`src/rtl/pb_ir_emulator.sv`:
```
// Push-button / PIR stimulus generator: bouncy or clean presses, IR pulses and IR levels.
// Optional abort input is enabled by defining PB_IR_EMU_ABORT_EN.
module pb_ir_emulator #(
   parameter int unsigned BOUNCE_T    = 40,
   parameter int unsigned CNT_W       = 16,
   parameter logic [7:0]  BOUNCE_SEED = 8'hA5
) (
   input  logic             clk,
   input  logic             rst,
   input  logic             cmd_valid,
   output logic             cmd_ready,
   input  logic [1:0]       cmd_op,
   input  logic [CNT_W-1:0] cmd_len,
   output logic             push_button,
   output logic             infravermelho,
   output logic             busy,
   output logic             done
`ifdef PB_IR_EMU_ABORT_EN
   ,
   input  logic             abort
`endif
);

   typedef enum logic [2:0] {StIdle, StBPress, StHold, StBRel, StIrOn, StDone} state_e;

   localparam logic [1:0]       OpPress   = 2'b00;
   localparam logic [1:0]       OpClean   = 2'b01;
   localparam logic [1:0]       OpPulse   = 2'b10;
   localparam logic [7:0]       SeedEff   = (BOUNCE_SEED == 8'h00) ? 8'h01 : BOUNCE_SEED;
   localparam logic [CNT_W-1:0] BounceM1  = CNT_W'(BOUNCE_T - 1);
   localparam logic [CNT_W-1:0] CntOne    = CNT_W'(1);

   state_e           state_q, state_d;
   logic [CNT_W-1:0] cnt_q, cnt_d;
   logic [CNT_W-1:0] len_q, len_d;
   logic             press_q, press_d;
   logic [7:0]       lfsr_q, lfsr_d;
   logic             pb_q, pb_d;
   logic             ir_q, ir_d;
   logic             ir_lvl_q, ir_lvl_d;
   logic [CNT_W-1:0] len_m1;

   // A zero length behaves like a length of one.
   assign len_m1 = (cmd_len == '0) ? '0 : cmd_len - CntOne;

   always_comb begin
      state_d  = state_q;
      cnt_d    = cnt_q;
      len_d    = len_q;
      press_d  = press_q;
      lfsr_d   = lfsr_q;
      pb_d     = pb_q;
      ir_d     = ir_q;
      ir_lvl_d = ir_lvl_q;
      unique case (state_q)
         StIdle: begin
            if (cmd_valid) begin
               len_d   = len_m1;
               press_d = (cmd_op == OpPress);
               case (cmd_op)
                  OpPress: begin
                     state_d = StBPress;
                     cnt_d   = BounceM1;
                     pb_d    = lfsr_q[0];
                  end
                  OpClean: begin
                     state_d = StHold;
                     cnt_d   = len_m1;
                     pb_d    = 1'b1;
                  end
                  OpPulse: begin
                     state_d = StIrOn;
                     cnt_d   = len_m1;
                     ir_d    = 1'b1;
                  end
                  default: begin
                     state_d  = StDone;
                     ir_lvl_d = cmd_len[0];
                     ir_d     = cmd_len[0];
                  end
               endcase
            end
         end
         StBPress: begin
            if (cnt_q == '0) begin
               state_d = StHold;
               cnt_d   = len_q;
               pb_d    = 1'b1;
            end else begin
               cnt_d = cnt_q - CntOne;
               pb_d  = (cnt_q == CntOne) ? 1'b1 : lfsr_q[0];
            end
         end
         StHold: begin
            if (cnt_q == '0) begin
               if (press_q) begin
                  state_d = StBRel;
                  cnt_d   = BounceM1;
                  pb_d    = lfsr_q[0];
               end else begin
                  state_d = StDone;
                  pb_d    = 1'b0;
               end
            end else begin
               cnt_d = cnt_q - CntOne;
            end
         end
         StBRel: begin
            if (cnt_q == '0) begin
               state_d = StDone;
               pb_d    = 1'b0;
            end else begin
               cnt_d = cnt_q - CntOne;
               pb_d  = (cnt_q == CntOne) ? 1'b0 : lfsr_q[0];
            end
         end
         StIrOn: begin
            if (cnt_q == '0) begin
               state_d = StDone;
               ir_d    = ir_lvl_q;
            end else begin
               cnt_d = cnt_q - CntOne;
            end
         end
         StDone:  state_d = StIdle;
         default: state_d = StIdle;
      endcase

      // One LFSR step per emitted bounce value.
      if (state_d == StBPress || state_d == StBRel) begin
         lfsr_d = {lfsr_q[6:0], lfsr_q[7] ^ lfsr_q[5] ^ lfsr_q[4] ^ lfsr_q[3]};
      end

`ifdef PB_IR_EMU_ABORT_EN
      if (abort) begin
         state_d  = StIdle;
         cnt_d    = cnt_q;
         len_d    = len_q;
         press_d  = press_q;
         lfsr_d   = lfsr_q;
         pb_d     = 1'b0;
         ir_d     = ir_lvl_q;
         ir_lvl_d = ir_lvl_q;
      end
`endif
   end

   always_ff @(posedge clk or negedge rst) begin
      if (!rst) begin
         state_q  <= StIdle;
         cnt_q    <= '0;
         len_q    <= '0;
         press_q  <= 1'b0;
         lfsr_q   <= SeedEff;
         pb_q     <= 1'b0;
         ir_q     <= 1'b0;
         ir_lvl_q <= 1'b0;
      end else begin
         state_q  <= state_d;
         cnt_q    <= cnt_d;
         len_q    <= len_d;
         press_q  <= press_d;
         lfsr_q   <= lfsr_d;
         pb_q     <= pb_d;
         ir_q     <= ir_d;
         ir_lvl_q <= ir_lvl_d;
      end
   end

   assign cmd_ready     = (state_q == StIdle);
   assign busy          = (state_q != StIdle);
   assign done          = (state_q == StDone);
   assign push_button   = pb_q;
   assign infravermelho = ir_q;

endmodule

```
`config.mk`:
```
export PLATFORM = sky130hd
export DESIGN_NAME = pb_ir_emulator
export DESIGN_NICKNAME = d
export VERILOG_FILES = /design/src/rtl/pb_ir_emulator.sv
export SDC_FILE = /design/constraint.sdc
export NUM_CORES = 1
export LEC_CHECK = 0
export CORE_ASPECT_RATIO = 0.6
export CORE_MARGIN = 5
export CORE_UTILIZATION = 40
export DETAILED_ROUTE_END_ITERATION = 10
export SLEW_MARGIN = 0
export SYNTH_ARGS = -nofsm -noshare
export SYNTH_HDL_FRONTEND = slang
export SYNTH_SLANG_ARGS = --single-unit
```
`constraint.sdc`:
```
create_clock -name clk -period 3.18 [get_ports clk]
set_input_delay 0.954 -clock clk [delete_from_list [all_inputs] [get_ports clk]]
set_output_delay 0.954 -clock clk [all_outputs]
set_load 0.02 [all_outputs]
```
==> Word-level counts from Yosys, hierarchy flattened <==
Cells that the tools add are included.
Widths: inputs -> output; s select.
{ "totals": {"regBits": 47, "latchBits": 0, "ram_bits": 0, "romBits": 0, "inputBits": 21, "output_inout_bits": 5, "word_cells": 78, "n_memories": 0} }
{ "classes": {"n_addsub": 2, "mul": 0, "div": 0, "n_lt_le_gt_ge": 0, "eq_ne": 18, "n_shift": 0, "n_mux": 28, "bitwise_logic": 4, "n_reduce_logical": 18} }
{ "ops": {"columns": ["cell", "n"], "rows": [
  ["$mux 16", 6],
  ["$pmux 16 s4", 1],
  ["$logic_not 16->1", 2],
  ["$pmux 16 s2", 1],
  ["$sub 16x1->16 const B", 2],
  ["$eq 16x1->1 const B", 1],
  ["$mux 3", 5],
  ["$pmux 3 s4", 1],
  ["$ne 2x2->1 const B", 5],
  ["$eq 3x2->1 const B", 3],
  ["$mux 1", 9],
  ["$pmux 3 s3", 1],
  ["$reduce_and 4->1", 2],
  ["$reduce_bool 4->1", 2],
  ["$eq 3x1->1 const B", 2],
  ["$eq 3x3->1 const B", 2],
  ["$pmux 1 s2", 3],
  ["$reduce_or 2->1", 3],
  ["$reduce_and 5->1", 1],
  ["$pmux 1 s4", 1],
  ["$logic_not 3->1", 1],
  ["$ne 3x1->1 const B", 1],
  ["$ne 3x2->1 const B", 1],
  ["$ne 3x3->1 const B", 1],
  ["other kinds (11)", 13]
]} }

==> Longest topological paths before layout <==
{ "depth": {"ltp_word": 6, "depth_mapped": 10} }

==> Least setup slack after synthesis <==
No wires, ideal clock.
{ "synth_timing": {"path_kind": "input to register", "startpoint": "input port cmd_len[0]", "endpoint": "register cnt_q[6]", "setup_ps": 126, "t_arrival_ps": 2438, "setup_slack_ps": 616, "stages": 8, "path_buffers": 1, "cell_sequence": "inv_1 ha_1 nor4b_1 nand2_1 o31ai_1 buf_2 o21ai_0 a221o_1"} }
{ "synth_via": {"elab_chain_cells": 5, "word_cells_on_any_way": 6, "cone_classes": "add/sub (1); mux (4); reduce/logical (1)"} }
{ "synth_lines": {"columns": ["item", "line_no", "rtl"], "rows": [
  ["start, declared", "13", "input logic [CNT_W-1:0] cmd_len,"],
  ["$sub 16x1->16 / $logic_not 16->1 (equally long branches)", "44", "assign len_m1 = (cmd_len == '0) ? '0 : cmd_len - CntOne;"],
  ["$mux 16 (*)", "44", null],
  ["$pmux 16 s2 (*)", "60", "case (cmd_op)"],
  ["$mux 16 (*)", "57", "if (cmd_valid) begin"],
  ["$pmux 16 s4 (*)", "55", "unique case (state_q)"],
  ["end signal, assigned", "160", "cnt_q <= cnt_d;"],
  ["end, declared", "34", "logic [CNT_W-1:0] cnt_q, cnt_d;"]
]} }
Every way passes the cells marked *; elsewhere a longest branch is shown, timed or not. The select of a mux whose other input is x is not followed.
A chain may end at the register's enable or synchronous reset.

==> Final worst setup path <==
{ "layout_timing": {"startpoint": "input port cmd_len[1]", "endpoint": "register cnt_q[7]"} }
The elaborated chain is that of the path after synthesis.

==> results.md <==
- Clk root buf: clkbuf_16
- Clock tree skew after final layout: between 0.003 and 0.004 ns
- Number of buffers inserted by post-CTS setup repair: 0
- Number of standard cells in the layout, taps in and fillers out: ~490
- Gp weighted congestion: around 0.84
- Final Hold Violating Endpoints: 0
- H-Tree Depth: 2
- Fraction of final layout cells sized beyond drive strength 1: 0.1645
- Instance count of the mapped netlist: roughly 340
- Sum Neg Setup Slack: 0 ns
- Clock-pin slew on the worst setup and hold paths: around 0.060 ns
- Internal Power: about 0.0019 W
- Total number of placement rows: 25
- CP endpoint kind: flip-flop
- Avg Synthesized Cell Area: ~9 µm²
- Via Count: ~2700
- Total wire length: a little under 8 mm
- TritonCTS clock tree: yes
- Buffers added on ports: 25
- Growth of design area from synthesis to finish: 19.46%
- Vert. Die Dim: between 70 and 80 µm
- Clk pwr share: 0.168
- Total non-filler cell area in the finished layout: about 3800 µm²
- Required arrival time at the worst endpoint: around 3.3 ns
- RSZ-0062 raised after global routing: false
- Remaining routing DRC violations: 0
- Pwr dens: just under 900 nW/µm²
- Number of nets produced by synthesis: between 300 and 400
- Minimum setup slack among reg-to-reg paths: 0.54 ns
- Number of violations of the max-capacitance limit: 0
- Count of final max-slew check failures: 0
- Core ar.: approximately 7800 µm²
- Cell count after placement: between 400 and 500
- I/O pin cnt: 26
- Multi-input logic area: 1848 µm²
- Number of flip-flops and latches in the synthesized netlist: 47
- Maximum number of pins on one net before global-route repair: 48
- Number of nets still failing antenna checks after routing: 0
- Top fanout value on the critical path: 7
- DRC marker count from the first detailed-route iteration: approximately 260
- Dominant cell type by area after synthesis: dfrtp_1
- Grt total ovfl: 0
- Global routing usage summed across all routing layers: 0.1691
- Tightest Hold Check Type: reg -> reg
- Fraction of synthesis flops using an asynchronous set or reset pin: 1.000
- CTS Hold Buffers Added: 0
- Worst-Skew Late Latency: around 0.29 ns
- Net total in the final layout: slightly above 400
- WS Path Type: in -> reg
- Width of the die: about 130 µm
- Register share of total power: 0.326
- Synthesized area: around 3200 µm²
- Yosys warning total: 0
- Share of power burned in combinational logic: 0.507
- Clock sink count: 47
- Final critical-path share of the clock period: 0.9192
- Final setup violation count: 0
- Vias in the first global route: 2580
- Avg Vias per Cell: between 5 and 6
- Count of TritonRoute iterations in the first routing pass: 5
- Seq/Total Area, Yosys: 0.3718
- Pin slew with the least headroom to its limit: about 0.75 ns
- Sequential standard cell area: between 1000 and 1500 µm²
- WP data arrival: 3.08 ns
- Min Clock Period, post-route: roughly 2.9 ns
- Slew Limit Headroom: 0.4962
- Switching pwr: 0.001449 W
- CTS Buffer Depth: 2
- Layout Utilization: 0.4872
- Antenna Diode Count: 0
- Initial antenna violation count: 0
- Leakage component of the power: roughly 1.5 nW
- Post-CTS sizing: 0
- Clock buffer count from CTS: 5
- Standard cell area after detailed placement: roughly 3600 µm²
- Switching part of the total power: 0.4348
- Element type at the critical path start: input pin
- HPWL after detailed placement: 5.944 mm
- Effective utilization at floorplan: 0.4079
- Highest clock rate: ~340 MHz
- EDFF count, synth: 0
- Leading post-synthesis cells by cell area: dfrtp_1 34%, nand2_1 4.8%, o21ai_0 4.7%
- Number of filler instances in the final layout: 723
- Peak supply drop: 0.3829 mV
- Result of the run: finished, final reports clean
- Area share of the largest cell type after synthesis: 0.3387
- Die area: between 9000 and 10000 µm²
- Wire per inst: 16.14 µm
- Wire length of the first global-routing pass: 13.45 mm
- Number of library cell types mapped by synthesis: 62
- Most common flop cell mapped by yosys: dfrtp_1
final timing paths:
kind | startpoint | to | cells after the start
min in group asynchronous | rst | cnt_q[14] | 2
max in group asynchronous | rst | cnt_q[5] | 2
worst min register to register | len_q[10] | len_q[10] | 2
worst max-delay path | cmd_len[1] | cnt_q[7] | 11
worst min-delay path | len_q[10] | len_q[10] | 2
worst max register to register | cnt_q[0] | cnt_q[7] | 8
layout make-up:
| type | instances | share of cell area |
|---|---|---|
| inverters | 13 | 0.01286 |
| well taps | 108 | 0.03561 |
| multi-input cells | 266 | 0.4870 |
| flip-flops and latches | 47 | 0.3112 |
| clock buffers | 8 | 0.04121 |
| repair buffers | 49 | 0.1121 |
stage by stage:
stage                     worst slack, ns  total power (W)  hold slack [ns]
after CTS                          0.2956         0.003320           0.4844
after global routing              0.03538         0.003593           0.5012
after floorplan                    0.6161         0.002232           0.4484
after detailed placement         -0.01180         0.002751           0.4710
final                              0.2569         0.003331           0.4808
after global placement           -0.04480         0.002745           0.4596
critical path, stage by stage:
cell,delay (ns)
clkdlybuf4s50_1,0.45
inv_1,0.10
ha_1,0.13
nor4b_1,0.22
nand2_1,0.13
o31ai_1,0.24
buf_4,0.18
buf_4,0.15
nor2_1,0.04
a221oi_1,0.35
o2bb2ai_1,0.13
routing by layer:
metal,track usage,wire length (µm)
met1,0.2728,4351
met2,0.2133,2803
met3,0.04570,680
met4,0.04545,91
met5,0,0
cells in the mapped netlist, types with 3 or more instances:
cell       count
dfrtp_1       43
nand2_1       41
o21ai_0       30
nor2_1        20
nor3_1        15
a21oi_1       13
inv_1         13
o2bb2ai_1     12
ha_1          11
o31ai_1       11
clkbuf_1       9
xnor2_1        9
mux2_4         8
nand3_1        8
xor2_1         8
a31oi_1        6
buf_2          4
dfstp_2        4
o21a_1         4
o22ai_1        4
and2_1         3
buf_4          3
mux2_2         3
nand2b_1       3
nor3_2         3
nor4_1         3
nor4_4         3
o2111ai_1      3
cells in the final DEF (no fill, tap or decap), types with 3 or more instances in the layout:
| cell type | n |
|---|---|
| a21oi_1 | 13 |
| a31oi_1 | 6 |
| and2_1 | 3 |
| buf_4 | 24 |
| clkbuf_16 | 5 |
| clkdlybuf4s50_1 | 24 |
| dfrtp_1 | 43 |
| dfstp_2 | 4 |
| ha_1 | 11 |
| inv_1 | 13 |
| mux2_2 | 3 |
| mux2_4 | 8 |
| nand2_1 | 41 |
| nand2b_1 | 3 |
| nand3_1 | 8 |
| nor2_1 | 20 |
| nor3_1 | 15 |
| nor3_2 | 3 |
| nor4_1 | 3 |
| nor4_4 | 3 |
| o2111ai_1 | 3 |
| o21a_1 | 4 |
| o21ai_0 | 30 |
| o22ai_1 | 4 |
| o2bb2ai_1 | 12 |
| o31ai_1 | 11 |
| xnor2_1 | 9 |
| xor2_1 | 8 |
power by group through the flow:
stage	Sequential, W	Combinational [W]	Clock, W
6_report	0.00109	0.00169	0.000558
5_1_grt	0.00112	0.00187	0.000594
4_1_cts	0.00108	0.00167	0.000570
3_5_place_dp	0.00109	0.00167	0
3_3_place_gp	0.00108	0.00166	0
2_1_floorplan	0.000998	0.00123	0
sequential cells by signal, indices dropped and copies added (netlist names):
name,cells
press_q,1
len_q,16
ir_lvl_q,1
cnt_q,16
lfsr_q,8
infravermelho,1
state_q,3
push_button,1
cells by family after synthesis:
family / Yosys count / share of synthesized area
compound gates: 105 / 0.2273
mux: 13 / 0.05475
simple gates: 120 / 0.2095
fa+ha+maj: 11 / 0.04332
flops: 47 / 0.3718
xor+xnor: 17 / 0.04687
buf+inv: 31 / 0.04647
Note: power is estimated with default switching activity, not from simulation.
==> RTL change: new RTL, same settings <==
Encoding of `state_e`: now one-hot (6 bits for 6 states).
--- a/src/rtl/pb_ir_emulator.sv
+++ b/src/rtl/pb_ir_emulator.sv
@@ -21,7 +21,7 @@
 `endif
 );
 
-   typedef enum logic [2:0] {StIdle, StBPress, StHold, StBRel, StIrOn, StDone} state_e;
+   typedef enum logic [5:0] {StIdle = 6'b000001, StBPress = 6'b000010, StHold = 6'b000100, StBRel = 6'b001000, StIrOn = 6'b010000, StDone = 6'b100000} state_e;
 
    localparam logic [1:0]       OpPress   = 2'b00;
    localparam logic [1:0]       OpClean   = 2'b01;
Behaviour: same outputs for any inputs over 10 cycles, from zero or initial values and one cycle with rst low; not proved beyond that.
==> RTL change against the original RTL <==
Synthesized area grew 7.8%. Clock power rose by 11%. Die area rose by 6.9%. Setup slack got worse by 110 ps. Register-to-register slack lost 170 ps. Clock skew up 6.2 ps. Sequential cell count up 3. Design area grew 11%. Total power shrank 7.4%. Wire length increased by 28%. Sequential share of layout area decreased by 1.2 points. Sequential power is 6% higher. Highest routed layer unchanged.
==> RTL change: results <==
group,metric,value,unit
grt,grt_usage,20.7,%
power,p_sw,1.29,mW
critical_path,path_max_fanout,4,
placement,dpl_cell_area,0.00403,sq mm
yosys,synthTopCellsByArea,"dfrtp_1 (33%), o21ai_0 (6.6%), nand2_1 (4.9%)",
grt,met1_usage,33.2,%
yosys,syn_inst,399,
power,p_per_area,733,mW/mm^2
critical_path,endpoint,"cnt_q[15]",
grt,grt_pass1_vias,3104,
critical_path,critPathMaxStageDelay,610,ps
finish,drive_above_1_share,17.2,%
detailed_routing,wl,10100,microns
yosys,ys_types,65,
power,p_comb_share,42.3,%
placement,dp_worst_setup_slack,-143,ps
finish,filler_cell_count,777,
yosys,synth_xor_area_share,3.58,%
detailed_routing,wl_met3,961,microns
outcome,status,"complete, no violations",
power,internal_power,1.80,mW
yosys,seq_area_frac_synth,36.7,%
power,p_leak,1.79,nW
grt,grt_pass1_wl,17000,microns
power,ir_drop,0.000336,V
yosys,synth-compound-area-share,21.3,%
finish,nNetsFinal,483,
[RTL change: layout make-up]
| class | instances | area share [%] |
|---|---|---|
| multi-input cells | 319 | 47.8 |
| clock buffers | 6 | 3.06 |
| repair buffers | 69 | 14.3 |
| inverters | 8 | 0.714 |
| well taps | 112 | 3.33 |
| clock inverters | 2 | 0.893 |
| flip-flops and latches | 50 | 29.9 |
[RTL change: worst register-to-register path, stage by stage, from the launching register on]
cell	delay, ps
dfrtp_1	430
inv_1	100
ha_1	270
nor4b_1	300
nand4_1	130
buf_4	200
or3_1	420
a221oi_4	340
buf_12	160
mux2_2	340
[RTL change: kinds of logic after synthesis]
family	Yosys count
DFF	50
and+or+nand+nor	169
xor gates and xnor gates	14
adders and majority gates	9
muxes	14
buffers and inverters	30
AOI/OAI and AO/OA	113
[RTL change: timing repair]
item | in CTS | in global routing
gates resized for setup | 0 | 1
hold buffers | 0 | 0
buffers inserted | 0 | 0
endpoints found under the hold margin | 0 | 0
endpoints found under the setup margin | 0 | 1
